==> src/rtl/morse_pkg.sv <==
// morse_pkg: shared types and A-Z Morse tables for the character encoder.
// Holds the FSM state enum, character-code width, maximum symbols per letter,
// and per-letter length/pattern tables (pattern LSB = first symbol, 1 = dash).
package morse_pkg;
    localparam int CHAR_W    = 5;
    localparam int MAX_SYM   = 4;
    localparam int NUM_CHARS = 26;
    typedef enum logic [1:0] {IDLE, MARK, SPACE, LGAP} state_t;
    localparam logic [2:0] MORSE_LEN [NUM_CHARS] = '{
        3'd2, 3'd4, 3'd4, 3'd3, 3'd1, 3'd4, 3'd3, 3'd4, 3'd2, 3'd4, 3'd3, 3'd4, 3'd2,
        3'd2, 3'd3, 3'd4, 3'd4, 3'd3, 3'd3, 3'd1, 3'd3, 3'd4, 3'd3, 3'd4, 3'd4, 3'd4
    };
    localparam logic [MAX_SYM-1:0] MORSE_PAT [NUM_CHARS] = '{
        4'b0010, 4'b0001, 4'b0101, 4'b0001, 4'b0000, 4'b0100, 4'b0011, 4'b0000, 4'b0000,
        4'b1110, 4'b0101, 4'b0010, 4'b0011, 4'b0001, 4'b0111, 4'b0110, 4'b1011, 4'b0010,
        4'b0000, 4'b0001, 4'b0100, 4'b1000, 4'b0110, 4'b1001, 4'b1101, 4'b0011
    };
endpackage

==> src/rtl/morse_char_rom.sv <==
// morse_char_rom: combinational A-Z lookup.
// Ports: char_i  - character code (0=A .. 25=Z)
//        entry_o - {valid, length[2:0], pattern[3:0]}; valid=0 for codes 26..31
module morse_char_rom
    import morse_pkg::*;
(
    input  logic [CHAR_W-1:0] char_i,
    output logic [7:0]        entry_o
);
    logic              valid;
    logic [CHAR_W-1:0] idx;
    // Invalid codes are steered to entry 0 so the table is never indexed out of range.
    assign valid   = char_i < CHAR_W'(NUM_CHARS);
    assign idx     = valid ? char_i : '0;
    assign entry_o = {valid, MORSE_LEN[idx], MORSE_PAT[idx]};
endmodule

==> src/rtl/morse_char_encoder.sv <==
// morse_char_encoder: keys one A-Z character at a time as Morse on z.
// Ports: clk, rst (async, active-high)
//        in_valid/in_char/in_ready - character handshake (accepted only in IDLE)
//        z    - registered key output, 1 = mark
//        busy - character in progress; done - end-of-letter pulse
//        err  - pulse after an invalid code (26..31) was accepted and dropped
module morse_char_encoder
    import morse_pkg::*;
#(
    parameter int UNIT_CYCLES      = 4,
    parameter int DASH_UNITS       = 3,
    parameter int LETTER_GAP_UNITS = 3
) (
    input  logic              clk,
    input  logic              rst,
    input  logic              in_valid,
    input  logic [CHAR_W-1:0] in_char,
    output logic              in_ready,
    output logic              z,
    output logic              busy,
    output logic              done,
    output logic              err
);
    localparam int DASH_LEN = DASH_UNITS * UNIT_CYCLES;
    localparam int GAP_LEN  = LETTER_GAP_UNITS * UNIT_CYCLES;
    localparam int MAX_LEN  = DASH_LEN > GAP_LEN ? DASH_LEN : GAP_LEN;
    localparam int CW       = $clog2(MAX_LEN) + 1;
    // Counters load duration-1 so a state lasts exactly its duration.
    localparam logic [CW-1:0] DOT_C  = CW'(UNIT_CYCLES - 1);
    localparam logic [CW-1:0] DASH_C = CW'(DASH_LEN - 1);
    localparam logic [CW-1:0] GAP_C  = CW'(GAP_LEN - 1);

    state_t               state_q, state_d;
    logic [CW-1:0]        cnt_q, cnt_d;
    logic [1:0]           idx_q, idx_d;
    logic [2:0]           len_q, len_d;
    logic [MAX_SYM-1:0]   pat_q, pat_d;
    logic                 z_q, err_q, err_d;
    logic [7:0]           rom_entry;

    morse_char_rom u_rom (
        .char_i  (in_char),
        .entry_o (rom_entry)
    );

    always_comb begin
        state_d = state_q;
        cnt_d   = cnt_q;
        idx_d   = idx_q;
        len_d   = len_q;
        pat_d   = pat_q;
        err_d   = 1'b0;
        unique case (state_q)
            IDLE: if (in_valid) begin
                if (rom_entry[7]) begin
                    len_d   = rom_entry[6:4];
                    pat_d   = rom_entry[3:0];
                    idx_d   = 2'd0;
                    cnt_d   = rom_entry[0] ? DASH_C : DOT_C;
                    state_d = MARK;
                end else begin
                    err_d = 1'b1;
                end
            end
            MARK: if (cnt_q != '0) begin
                cnt_d = cnt_q - 1'b1;
            end else if ({1'b0, idx_q} + 3'd1 < len_q) begin
                cnt_d   = DOT_C;
                state_d = SPACE;
            end else begin
                cnt_d   = GAP_C;
                state_d = LGAP;
            end
            SPACE: if (cnt_q != '0) begin
                cnt_d = cnt_q - 1'b1;
            end else begin
                idx_d   = idx_q + 2'd1;
                cnt_d   = pat_q[idx_q + 2'd1] ? DASH_C : DOT_C;
                state_d = MARK;
            end
            LGAP: if (cnt_q != '0) begin
                cnt_d = cnt_q - 1'b1;
            end else begin
                state_d = IDLE;
            end
            default: state_d = IDLE;
        endcase
    end

    always_ff @(posedge clk or posedge rst) begin
        if (rst) begin
            state_q <= IDLE;
            cnt_q   <= '0;
            idx_q   <= '0;
            len_q   <= '0;
            pat_q   <= '0;
            z_q     <= 1'b0;
            err_q   <= 1'b0;
        end else begin
            state_q <= state_d;
            cnt_q   <= cnt_d;
            idx_q   <= idx_d;
            len_q   <= len_d;
            pat_q   <= pat_d;
            z_q     <= state_d == MARK;
            err_q   <= err_d;
        end
    end

    assign z        = z_q;
    assign err      = err_q;
    assign in_ready = state_q == IDLE;
    assign busy     = state_q != IDLE;
    assign done     = state_q == LGAP && cnt_q == '0;
endmodule

==> config.mk <==
export PLATFORM = sky130hd
export DESIGN_NAME = morse_char_encoder
export DESIGN_NICKNAME = d
export VERILOG_FILES = /design/src/rtl/morse_pkg.sv /design/src/rtl/morse_char_rom.sv /design/src/rtl/morse_char_encoder.sv
export SDC_FILE = /design/constraint.sdc
export NUM_CORES = 1
export LEC_CHECK = 0
export CAP_MARGIN = 20
export CORE_MARGIN = 8
export CORE_UTILIZATION = 47
export CTS_CLUSTER_SIZE = 28
export DETAILED_ROUTE_END_ITERATION = 12
export DONT_BUFFER_PORTS = 1
export PLACE_DENSITY_LB_ADDON = 0.2
export SLEW_MARGIN = 20
export SYNTH_ARGS = -nofsm -noshare
export SYNTH_HDL_FRONTEND = slang
export SYNTH_SLANG_ARGS = --single-unit
==> constraint.sdc <==
create_clock -name clk -period 2.1 [get_ports clk]
set_clock_uncertainty 0.15 [all_clocks]
set_input_delay 0.42 -clock clk [delete_from_list [all_inputs] [get_ports clk]]
set_output_delay 0.42 -clock clk [all_outputs]
set_load 0.005 [all_outputs]
==> qor.yml, run 1 <==
status:
  status: "finished clean"
cts:
  cts_inserted_buffers: 3
  path_clk_slew_ps: 100
  worstSkewPairLatency_ps: 300
  tritoncts_num_sinks: 18
  cts_buffer_depth: 2
  cts_tree: "built"
  cts_max_level: 1
  cts_root_buf: "clkbuf_4"
critical_path:
  cp_max_fo: 4
  startpoint: "cnt_q[1]"
  crit_family: "flip-flops"
  path_class: "flop to primary output"
  r2r_setup_slack_ps: 210
  path_depth: 5
  r2r-start: "idx_q[0]"
  critPathArrivalTime_ps: 1420
  crit_path_end_kind: "primary output"
  reg2reg_depth: 6
  rr_endpoint: "state_q[0]"
  endpoint: "done"
  critPathBufInv: 2
  crit_path_frequent_cell: "inv_1"
  crit_chain: "inv_1 > ha_4 > nor4b_4 > nand3_2 > inv_1"
  max_stage_delay_ps: 410
  crit_required_ps: 1530
  slowest_stage: "dfrtp_1"
  cp-start-kind: "flop"
cells_and_area:
  final_util: 0.513
  syn2layout_area_growth_pct: 7.54
  final_nets: 204
  antenna_cells: 0
  layout-drive-gt1-share: 0.130
  stdcell_count: 231
global_route:
  grt_pass1_wl_um: 6040
  grt_max_degree: 32
  top_usage_layer: "met2"
  grt.total_usage: 0.142
  grt_antenna_before_repair: 0
  grt_util_met3: 0.0273
  grt_pass1_vias: 1271
  met2_usage: 0.245
  grtUsageMet1: 0.161
  grt-ovfl-total: 0
synth:
  syn_nets: 202
  synth_top_flop_cell: "dfrtp_1"
  netlist_top_cells_count: "dfrtp_1 (18), o21ai_0 (16), inv_1 (14), nand2_1 (14), a21oi_1 (11)"
  synth_top_area_frac: 0.292
  ys_ff_latch: 18
  synth_most_common_cell: "dfrtp_1"
  postSynthCellCount: 184
  yosys.area.top_type: "dfrtp_1"
  avgSynthCellArea_sq_um: 8.38
  syn-cell-area_sq_um: 1540
  synth.distinct_cells: 52
  synth_edf_count: 0
  synthTopCellsByArea: "dfrtp_1 (29%), ha_1 (8.1%), o21ai_0 (5.2%)"
  yosys_warnings: 0
  ys_seq_area_frac: 0.292
  async_flop_share: 1.00
timing:
  rsz0062_at_grt: "no"
  setup_violations: 0
  tightest_slew_ps: 695
  clock.fmax_mhz: 502
  period_needed_ps: 1990
  post-route-period-util: 0.948
  drv_slew: 0
  hold_violations: 0
  relSlewSlack: 0.536
placed_design:
  place.port_buffers: 0
  place_inst: 223
  place.gp.congestion: 0.838
  dpl.hpwl_um: 2570
routing:
  ant_nets: 0
  vias_per_cell: 5.81
  routedWlPerCell_um: 15.4
  vias: 1341
  routed_wl_um: 3550
  firstDrtPassIters: 5
  drtIter0Drc: 90
  drc: 0
floorplanning:
  ios: 13
  floorplan.initialDensity: 0.477
  core_sq_um: 3230
  rows: 21
  die_area_sq_um: 5370
  die_w_um: 73.3
  die_h_um: 73.3
power:
  vdd_drop_max_mv: 0.303
  leakage_nw: 0.740
  power.density_nw_per_um2: 974
worst_hold_path:
  hold_depth: 2
  holdCritPathClass: "primary input to flop"
flow_run:
  maxCapViolations: 0
[power by group]
| part | switching [W] | total, W | internal, W |
|---|---|---|---|
| clock network | 0.000109 | 0.000215 | 0.000106 |
| logic | 0.000403 | 0.000792 | 0.000389 |
| registers | 0.000121 | 0.000609 | 0.000488 |
| total | 0.000633 | 0.00162 | 0.000982 |
[kinds of logic after synthesis]
kind of cell,Yosys count,synth area share
compound gates,57,0.252
xor+xnor,1,0.00568
fa+ha+maj,10,0.0811
buf+inv,28,0.0925
flops,18,0.292
mux,1,0.0146
simple gates,69,0.262
[timing repair]
item                                    in CTS  in global routing
resized for setup                            2                  2
hold buffers                                 1                  0
endpoints found under the hold margin       18                  0
buffers inserted                             0                  3
endpoints found under the setup margin       1                  1
[state kept, by name (all words and copies together) (netlist names)]
| name | count |
|---|---|
| idx_q | 2 |
| state_q | 2 |
| z | 1 |
| err | 1 |
| len_q | 3 |
| pat_q | 4 |
| cnt_q | 5 |
[cell type report]
class / instances / area [sq um]
Timing Repair Buffer: 10 / 77.6
Sequential cell: 18 / 450
Tap cell: 46 / 57.6
Inverter: 15 / 61.3
Clock buffer: 4 / 36.3
Fill cell: 327 / 1570
Multi-Input combinational cell: 138 / 976
[per-layer routing]
metal / up-vias / share of wire / wire, um
li1: 668 / - / -
met1: 625 / 0.43 / 1540
met2: 40 / 0.50 / 1760
met3: 8 / 0.043 / 154
met4: 0 / 0.025 / 89
met5: - / 0 / 0
[worst register-to-register path: cells and delay by family, from the launching register on]
family,cells,cell delay [ps]
fa+ha+maj,2,630
compound gates,2,490
simple gates,2,110
flops,1,410
[placed cells by master (no fill, tap or decap), drive strengths merged, types with 2 or more instances in the layout]
cell type / count
nor2b: 3
dfrtp: 18
a31oi: 4
nor3: 8
ha: 10
nand2: 14
buf: 9
and2: 3
nand3: 7
o21ai: 16
clkbuf: 4
a21o: 2
inv: 14
a22oi: 2
o211ai: 2
and3: 4
a32oi: 2
o31ai: 4
and3b: 2
a211oi: 2
nor2: 10
nand2b: 8
a21oi: 11
nand4: 2
[worst min path at each step]
stage / start / end
finish: in_valid / err
global route: in_valid / err
CTS: in_valid / err
detailed placement: rst / idx_q[0]
global placement: rst / idx_q[0]
floorplan: rst / cnt_q[0]
[metrics by stage]
step / total power [W] / setup WS [ps] / instance area [sq um] / setup TNS [ps] / hold slack, ps
2_1_floorplan: 0.00118 / 39.9 / 1540 / 0 / 209
3_5_place_dp: 0.00131 / -37.9 / 1560 / -37.9 / 308
5_1_grt: 0.00176 / 21.2 / 1660 / 0 / 60.8
4_1_cts: 0.00156 / 12.3 / 1620 / 0 / 66.2
3_3_place_gp: 0.00129 / 50.6 / 1560 / 0 / 305
6_report: 0.00162 / 109 / 1660 / 0 / 73.2
No activity file was read; power rests on OpenSTA's default activity.
==> inputs of run 2 (changes only) <==
Settings changed: CORE_MARGIN 8 to unset.
==> run 2 against run 1 <==
Compared with the run above:
- hold slack gained 2.7 ps
- core utilization is 2.0 points higher
- flip-flop and latch count is the same
- largest cell class unchanged
- non-clock buffer count is 2 lower
- highest routed layer unchanged
==> qor.yml, run 2 (same netlist as run 1, synthesis figures left out) <==
status:
  status: "finished clean"  # unchanged
cells_and_area:
  largest_register_ffs: 5  # unchanged
  final_area_sq_um: 1640  # was 1660 sq um
  layout_common_cells: "dfrtp_1 (18), o21ai_0 (15), inv_1 (14), nand2_1 (14), a21oi_1 (11)"  # was dfrtp_1 (18), o21ai_0 (16), inv_1 (14), nand2_1 (14), a21oi_1 (11)
  final_util: 0.533  # was 0.513
  top_register: "cnt_q"  # unchanged
  antenna_cells: 0  # unchanged
  final_nets: 202  # was 204
  largestRegisters: "cnt_q x5, pat_q x4, len_q x3"  # unchanged
  syn2layout_area_growth_pct: 6.41  # was 7.54%
  final_common_cell: "dfrtp_1"  # unchanged
  layout-drive-gt1-share: 0.120  # was 0.130
critical_path:
  path_class: "flop to primary output"  # unchanged
  crit_chain: "inv_1 > ha_4 > nor4b_4 > nand3_2 > inv_1"  # unchanged
  crit_path_frequent_cell: "inv_1"  # unchanged
  max_stage_delay_ps: 430  # was 410 ps
  cp_max_fo: 5  # was 4
  reg2reg_depth: 6  # unchanged
  crit_required_ps: 1530  # about the same
  endpoint: "done"  # unchanged
  cp-start-kind: "flop"  # unchanged
  critPathArrivalTime_ps: 1480  # was 1420 ps
  startpoint: "cnt_q[0]"  # was cnt_q[1]
  r2r-start: "cnt_q[0]"  # was idx_q[0]
  crit_path_end_kind: "primary output"  # unchanged
  slowest_stage: "dfrtp_1"  # unchanged
  rr_endpoint: "idx_q[1]"  # was state_q[0]
  r2r_setup_slack_ps: 210  # about the same
placed_design:
  dpl.hpwl_um: 2520  # was 2570 um
  dpl_cell_area_sq_um: 1560  # about the same
  place.gp.congestion: 0.861  # was 0.838
  place.port_buffers: 0  # unchanged
timing:
  setup_violations: 0  # unchanged
  post-route-period-util: 0.974  # was 0.948
  relSlewSlack: 0.534  # was 0.536
  period_needed_ps: 2050  # was 1990 ps
  hold_violations: 0  # unchanged
  hold_slack_ps: 75.8  # was 73.2 ps
  tightest_slew_ps: 699  # was 695 ps
  drv_slew: 0  # unchanged
  clock.fmax_mhz: 489  # was 502 MHz
cts:
  worstSkewPairLatency_ps: 300  # about the same
  tritoncts_num_sinks: 18  # unchanged
  cts_buffer_depth: 2  # unchanged
  path_clk_slew_ps: 110  # was 100 ps
  cts_max_level: 1  # unchanged
  cts_inserted_buffers: 3  # unchanged
  cts_tree: "built"  # unchanged
  cts_root_buf: "clkbuf_4"  # unchanged
routing:
  firstDrtPassIters: 4  # was 5
  drtIter0Drc: 78  # was 90
  routedWlPerCell_um: 15.4  # about the same
  vias: 1379  # was 1341
  drc: 0  # unchanged
  vias_per_cell: 6.07  # was 5.81
  routed_wl_um: 3490  # was 3550 um
  ant_nets: 0  # unchanged
floorplanning:
  die_h_um: 59.3  # was 73.3 um
  floorplan.initialDensity: 0.501  # was 0.477
  die_area_sq_um: 3520  # was 5370 sq um
  ios: 13  # unchanged
  rows: 20  # was 21
  core_sq_um: 3080  # was 3230 sq um
  die_w_um: 59.3  # was 73.3 um
global_route:
  grt_max_degree: 32  # unchanged
  grt_antenna_before_repair: 0  # unchanged
  grt.total_usage: 0.230  # was 0.142
  grt_pass1_vias: 1325  # was 1271
  grt_pass1_wl_um: 6180  # was 6040 um
  grt-ovfl-total: 0  # unchanged
power:
  leakage_nw: 0.731  # was 0.740 nW
  vdd_drop_max_mv: 0.378  # was 0.303 mV
  power.density_nw_per_um2: 971  # was 974 nW/um^2
worst_hold_path:
  holdCritPathClass: "primary input to flop"  # unchanged
  hold_depth: 2  # unchanged
flow_run:
  maxCapViolations: 0  # unchanged
-- run 2: critical path, delay by kind of cell (launching register included) --
kind                       cells  cell delay, ps
adders and majority gates      1             160
and+or+nand+nor                2             380
DFF                            1             430
buffers and inverters          2             200
-- run 2: cell type report --
type                    instances  area, sq um
clock buffers                   4         36.3
fillers                       315         1440
inverters                      15         61.3
multi-input cells             138          976
flip-flops and latches         18          450
well taps                      44         55.1
repair buffers                  8         62.6
-- run 2: layer usage --
metal	GRT usage	wire, um	vias to the layer above
met5	0	0	-
met4	0.112	69	0
met3	0.0284	129	8
met2	0.379	1730	37
met1	0.297	1560	665
li1	-	-	669
-- run 2: how the worst min path moves through the flow --
stage	endpoint	start
floorplan	cnt_q[0]	rst
global placement	idx_q[1]	rst
detailed placement	idx_q[0]	rst
CTS	err	in_valid
global route	err	in_valid
finish	err	in_valid
-- run 2: stage by stage --
| step | total power (W) | setup TNS, ps | cells | worst slack (ps) |
|---|---|---|---|---|
| floorplan | 0.00118 | 0 | 184 | 39.9 |
| global placement | 0.00129 | 0 | 221 | 113 |
| global route | 0.00174 | -28.2 | 227 | -28.2 |
| detailed placement | 0.00132 | 0 | 221 | 62.9 |
| CTS | 0.00154 | 0 | 226 | 2.12 |
| finish | 0.00159 | 0 | 227 | 53.6 |
-- run 2: report_power, final --
part / total, W / internal (W) / switching, W
Sequential: 0.000613 / 0.000488 / 0.000125
Clock: 0.000221 / 0.000106 / 0.000115
Combinational: 0.000760 / 0.000365 / 0.000394
-- run 2: timing repair --
item	4_1_cts	5_1_grt
setup endpoints to repair	0	2
endpoints found under the hold margin	18	0
hold buffers	1	0
gates resized for setup	0	5
buffers inserted	0	1
